**src/rtl/stage3_mem_access_unit.sv**
```systemverilog
// Memory stage of the 3-stage pipeline: data-bus handshake, store lane steering, load alignment, writeback mux.
// Optional performance counters are enabled by defining STAGE3_MEM_ACCESS_COUNTERS_EN.
module stage3_mem_access_unit #(
    parameter int unsigned CNT_W = 32
) (
    input  logic        CLK,
    input  logic        RST,
    input  logic        valid_m,
    input  logic        dren_m,
    input  logic        dwen_m,
    input  logic        reg_write_m,
    input  logic [4:0]  rd_m,
    input  logic [1:0]  w_sel_m,
    input  logic [2:0]  load_type_m,
    input  logic [31:0] port_out_m,
    input  logic [31:0] rs2_data_m,
    input  logic [31:0] pc4_m,
    input  logic [31:0] imm_U_m,
    input  logic        stall_other,
    input  logic [31:0] dbus_rdata,
    input  logic        dbus_busy,
    output logic        dbus_ren,
    output logic        dbus_wen,
    output logic [31:0] dbus_addr,
    output logic [31:0] dbus_wdata,
    output logic [3:0]  dbus_byte_en,
    output logic        mem_stall,
    output logic        reg_write,
    output logic [4:0]  rd,
    output logic [31:0] reg_wdata,
    output logic        mal_load,
    output logic        mal_store
`ifdef STAGE3_MEM_ACCESS_COUNTERS_EN
    ,
    output logic [CNT_W-1:0] load_cnt,
    output logic [CNT_W-1:0] store_cnt,
    output logic [CNT_W-1:0] mem_stall_cnt
`endif
);

    typedef enum logic [1:0] {
        IDLE   = 2'd0,
        ACCESS = 2'd1,
        DONE   = 2'd2
    } state_t;

    if (CNT_W < 1) begin : g_bad_cnt_w
        $error("CNT_W must be at least 1");
    end

    state_t      state;
    logic [31:0] data_q;
    logic [1:0]  off;
    logic        misaligned;
    logic        mem_op;
    logic        request;
    logic        complete;
    logic [31:0] load_word;
    logic [31:0] load_shift;
    logic [31:0] half_shift;
    logic [31:0] load_data;

    assign off = port_out_m[1:0];

    // Alignment only matters for memory ops; ALU results with odd values must still write back.
    always_comb begin
        misaligned = 1'b0;
        if (dren_m | dwen_m) begin
            unique case (load_type_m[1:0])
                2'd1:    misaligned = port_out_m[0];
                2'd2:    misaligned = (off != 2'b00);
                default: misaligned = 1'b0;
            endcase
        end
    end

    assign mal_load  = valid_m & dren_m & misaligned;
    assign mal_store = valid_m & dwen_m & misaligned;
    assign mem_op    = valid_m & (dren_m | dwen_m) & ~misaligned;
    assign request   = mem_op & (state != DONE) & ~RST;
    assign complete  = request & ~dbus_busy;

    assign dbus_ren  = dren_m & request;
    assign dbus_wen  = dwen_m & request;
    assign dbus_addr = {port_out_m[31:2], 2'b00};
    assign mem_stall = request & dbus_busy;

    always_comb begin
        dbus_byte_en = 4'b1111;
        dbus_wdata   = rs2_data_m;
        unique case (load_type_m[1:0])
            2'd0: begin
                dbus_byte_en = 4'b0001 << off;
                dbus_wdata   = {4{rs2_data_m[7:0]}};
            end
            2'd1: begin
                dbus_byte_en = 4'b0011 << off;
                dbus_wdata   = {2{rs2_data_m[15:0]}};
            end
            default: begin
                dbus_byte_en = 4'b1111;
                dbus_wdata   = rs2_data_m;
            end
        endcase
    end

    // Once parked in DONE the bus word is gone, so the latched copy feeds writeback.
    assign load_word  = (state == DONE) ? data_q : dbus_rdata;
    assign load_shift = load_word >> {off, 3'b000};
    assign half_shift = load_word >> {off[1], 4'b0000};

    always_comb begin
        unique case (load_type_m)
            3'd0:    load_data = {{24{load_shift[7]}}, load_shift[7:0]};
            3'd1:    load_data = {{16{half_shift[15]}}, half_shift[15:0]};
            3'd4:    load_data = {24'd0, load_shift[7:0]};
            3'd5:    load_data = {16'd0, half_shift[15:0]};
            default: load_data = load_word;
        endcase
    end

    always_comb begin
        unique case (w_sel_m)
            2'd0:    reg_wdata = load_data;
            2'd1:    reg_wdata = pc4_m;
            2'd2:    reg_wdata = imm_U_m;
            default: reg_wdata = port_out_m;
        endcase
    end

    assign rd        = rd_m;
    assign reg_write = valid_m & reg_write_m & ~misaligned & ~(dren_m & mem_stall);

    always_ff @(posedge CLK) begin
        if (RST) begin
            state  <= IDLE;
            data_q <= '0;
        end else begin
            if (complete) data_q <= dbus_rdata;
            case (state)
                IDLE: begin
                    if (mem_op) begin
                        if (dbus_busy)        state <= ACCESS;
                        else if (stall_other) state <= DONE;
                    end
                end
                ACCESS: begin
                    if (!mem_op)         state <= IDLE;
                    else if (!dbus_busy) state <= stall_other ? DONE : IDLE;
                end
                DONE: begin
                    if (!stall_other) state <= IDLE;
                end
                default: state <= IDLE;
            endcase
        end
    end

`ifdef STAGE3_MEM_ACCESS_COUNTERS_EN
    always_ff @(posedge CLK) begin
        if (RST) begin
            load_cnt      <= '0;
            store_cnt     <= '0;
            mem_stall_cnt <= '0;
        end else begin
            if (complete & dren_m) load_cnt      <= load_cnt + 1'b1;
            if (complete & dwen_m) store_cnt     <= store_cnt + 1'b1;
            if (mem_stall)         mem_stall_cnt <= mem_stall_cnt + 1'b1;
        end
    end
`endif

endmodule

```
**config.mk**
```make
export PLATFORM = sky130hd
export DESIGN_NAME = stage3_mem_access_unit
export DESIGN_NICKNAME = d
export VERILOG_FILES = /design/src/rtl/stage3_mem_access_unit.sv
export SDC_FILE = /design/constraint.sdc
export NUM_CORES = 1
export LEC_CHECK = 0
export CAP_MARGIN = 15
export CORE_ASPECT_RATIO = 1.2
export CORE_MARGIN = 5
export CORE_UTILIZATION = 33
export DETAILED_ROUTE_END_ITERATION = 8
export MAX_ROUTING_LAYER = met4
export PLACE_DENSITY_LB_ADDON = 0.3
export SLEW_MARGIN = 20
export SYNTH_ARGS = -nofsm -noshare
export SYNTH_HDL_FRONTEND = slang
export SYNTH_SLANG_ARGS = --single-unit
export TNS_END_PERCENT = 1
```
**constraint.sdc**
```tcl
create_clock -name CLK -period 1.8 [get_ports CLK]
set_clock_uncertainty 0.1 [all_clocks]
set_input_delay 0.27 -clock CLK [delete_from_list [all_inputs] [get_ports CLK]]
set_output_delay 0.27 -clock CLK [all_outputs]
set_load 0.01 [all_outputs]
```
==> qor.csv <==
metric,value,unit
GP Congestion,0.935,
initial antenna violation count,3,
worst-path maximum fanout,18,
drt pass-1 iters,6,
Netlist cell types,52,
Post-synth EDFFs,0,
Clock Sinks,34,
"top cells by area, synth","dfxtp_1, nand2_1, buf_4",
crit path launch type,register,
CTS max path bufs,2,
WS Path Type,register to primary output,
largest net degree at the start of global routing,65,
Mapped Cells,610,
failing checks,negative setup slack,
CP Data Required Time,1430,ps
Synth async-reset ratio,0,%
Overall Power,0.00366,W
Max-cap violations,0,
crit path DAT,2160,ps
CTS root buffer,clkbuf_16,
Avg WL per Cell,19.5,µm
setup tns final,-27140,ps
Die Span X,113,µm
Ys Warns,0,
ANT nets after route,0,
Syn Std Cell Area,4170,µm²
share of cells above drive strength 1,31.6,%
Lkg Pwr,3.37,nW
Synth top area share,16.3,%
period utilisation layout,141,%
total CTS buffers,5,
status,finished with violations,
CTS tree,built,
Final Hold Fails,0,
fin util,63.5,%
pwr dens,461,nW/µm²
H-tree Lvls,2,
"FF+latch count, synth",34,
Overflow after GRT,0,
worst path cell trace,buf_6 > and2b_1 > buf_4 > buf_4 > nand2_1 > nand2_1 > o32ai_1 > o31ai_4 > buf_2,
Slew HR,48.2,%
Core Region,12500,µm²
dpl hpwl,17.2,mm
DR iter-0 viols,407,
final setup vio count,70,
Clock Latency Late Sink,270,ps
DRC violations left,0,
Port Buf Inserts,276,
register area share after synthesis,16.3,%
most common cell in the synthesized netlist,nand2_1,
cts hold-fix bufs,0,
total global-route track usage,27.5,%
Yosys top cell by area,dfxtp_1,
worst setup margin,-729,ps
Final Max Slew Viols,0,
final wirelength,21.4,mm
final net count,1110,
minimum clock period,2530,ps
vias in the first global route,5696,
Die ar.,15000,µm²
Syn Area/Cell,6.84,µm²
slowest CP cell,o32ai_1,
initial core utilization,33.4,%
area post-placement,7530,µm²
I/O pin count,289,
Worst path max stage delay,430,ps
synth-to-layout area growth,90.3,%
top_reg_cell synth,dfxtp_1,
RSZ-0062 raised after global routing,true,
vias per std cell,5.22,
global-route wire length before repair,32.2,mm
cell area after layout,7940,µm²
most common library cells after synthesis,"nand2_1, o21ai_0, buf_4, nor2_1, nand2b_1",
Die H,133,µm
fmax,0.395,GHz
Max VDD drop,0.466,mV
Critical Path Sink Type,primary output,
Worst-path clk slew,50,ps
min-delay worst type,register to register,
worst-margin pin slew,775,ps
Core Rows,45,
via count,5731,
## final timing paths
check            start             to  slack (ps)  cells past startpoint
max           state[1]  reg_wdata[28]        -730                      9
max reg2reg   state[1]      data_q[3]        -160                      7
min reg2reg  data_q[7]      data_q[7]         380                      2
min          data_q[7]      data_q[7]         380                      2
## area by class of cell
class | instances | area, µm²
clock buffer | 7 | 143
antenna | 3 | 7.51
timing repair buffer | 406 | 3670
fill | 1128 | 4560
multi-input combinational | 476 | 3200
sequential | 34 | 684
tap | 164 | 205
clock inverter | 1 | 5.00
inverter | 6 | 22.5
## state kept, by name, indices dropped and copies added, names as in the netlist
name and flops:
state 2, data_q 32
## stage by stage
| stage | setup slack (ps) | cells | hold slack (ps) |
|---|---|---|---|
| final | -729 | 1097 | 378 |
| after global routing | -848 | 1097 | 409 |
| after CTS | -709 | 1093 | 375 |
| after detailed placement | -1310 | 1071 | 365 |
| after global placement | -1290 | 1071 | 360 |
| after floorplan | -161 | 611 | 279 |
## cell usage in the layout (no fill, tap or decap), drive strengths merged, types with 8 or more instances in the layout
master	instances
a211oi	15
a21oi	29
a22o	8
a22oi	28
buf	191
clkdlybuf4s15	8
clkdlybuf4s50	196
dfxtp	34
mux2	12
mux2i	18
nand2	139
nand2b	38
nor2	44
o21ai	64
o22ai	8
## per-layer routing
metal	vias to the layer above	wire, µm	share of wire (%)	GRT usage, %
li1	2751	-	-	-
met1	2705	8530	40	32.7
met2	230	10900	51	47.5
met3	45	1230	5.8	4.27
met4	0	669	3.1	8.75
met5	-	0	0	-
## worst max-delay path: cells and delay by family, from the launching register on
kind | cells | cell delay [ps]
buffers and inverters | 4 | 660
flip-flops | 1 | 360
AO/OA/AOI/OAI | 2 | 530
AND/OR/NAND/NOR | 3 | 350
## kinds of logic after synthesis
logic type / Yosys count / synth area share (%)
and+or+nand+nor: 241 / 25.5
AOI/OAI and AO/OA: 192 / 30.3
buffers and inverters: 102 / 15.4
muxes: 37 / 11.4
DFF: 34 / 16.3
adders and majority gates: 3 / 0.900
other: 1 / 0.0899
## power breakdown
group | switching, W | leakage (nW) | total (W) | internal [W]
clock network | 0.000309 | 0.0739 | 0.000857 | 0.000548
registers | 0.0000220 | 0.278 | 0.000812 | 0.000790
logic | 0.000906 | 3.02 | 0.00199 | 0.00108
total | 0.00124 | 3.37 | 0.00366 | 0.00242
## what timing repair did
item                       4_1_cts  5_1_grt
gates cloned                     2        0
buffers inserted                12        1
resized for setup              325       36
setup endpoints to repair      104      101
pin swaps                       33       16
No activity file was read; power rests on OpenSTA's default activity.
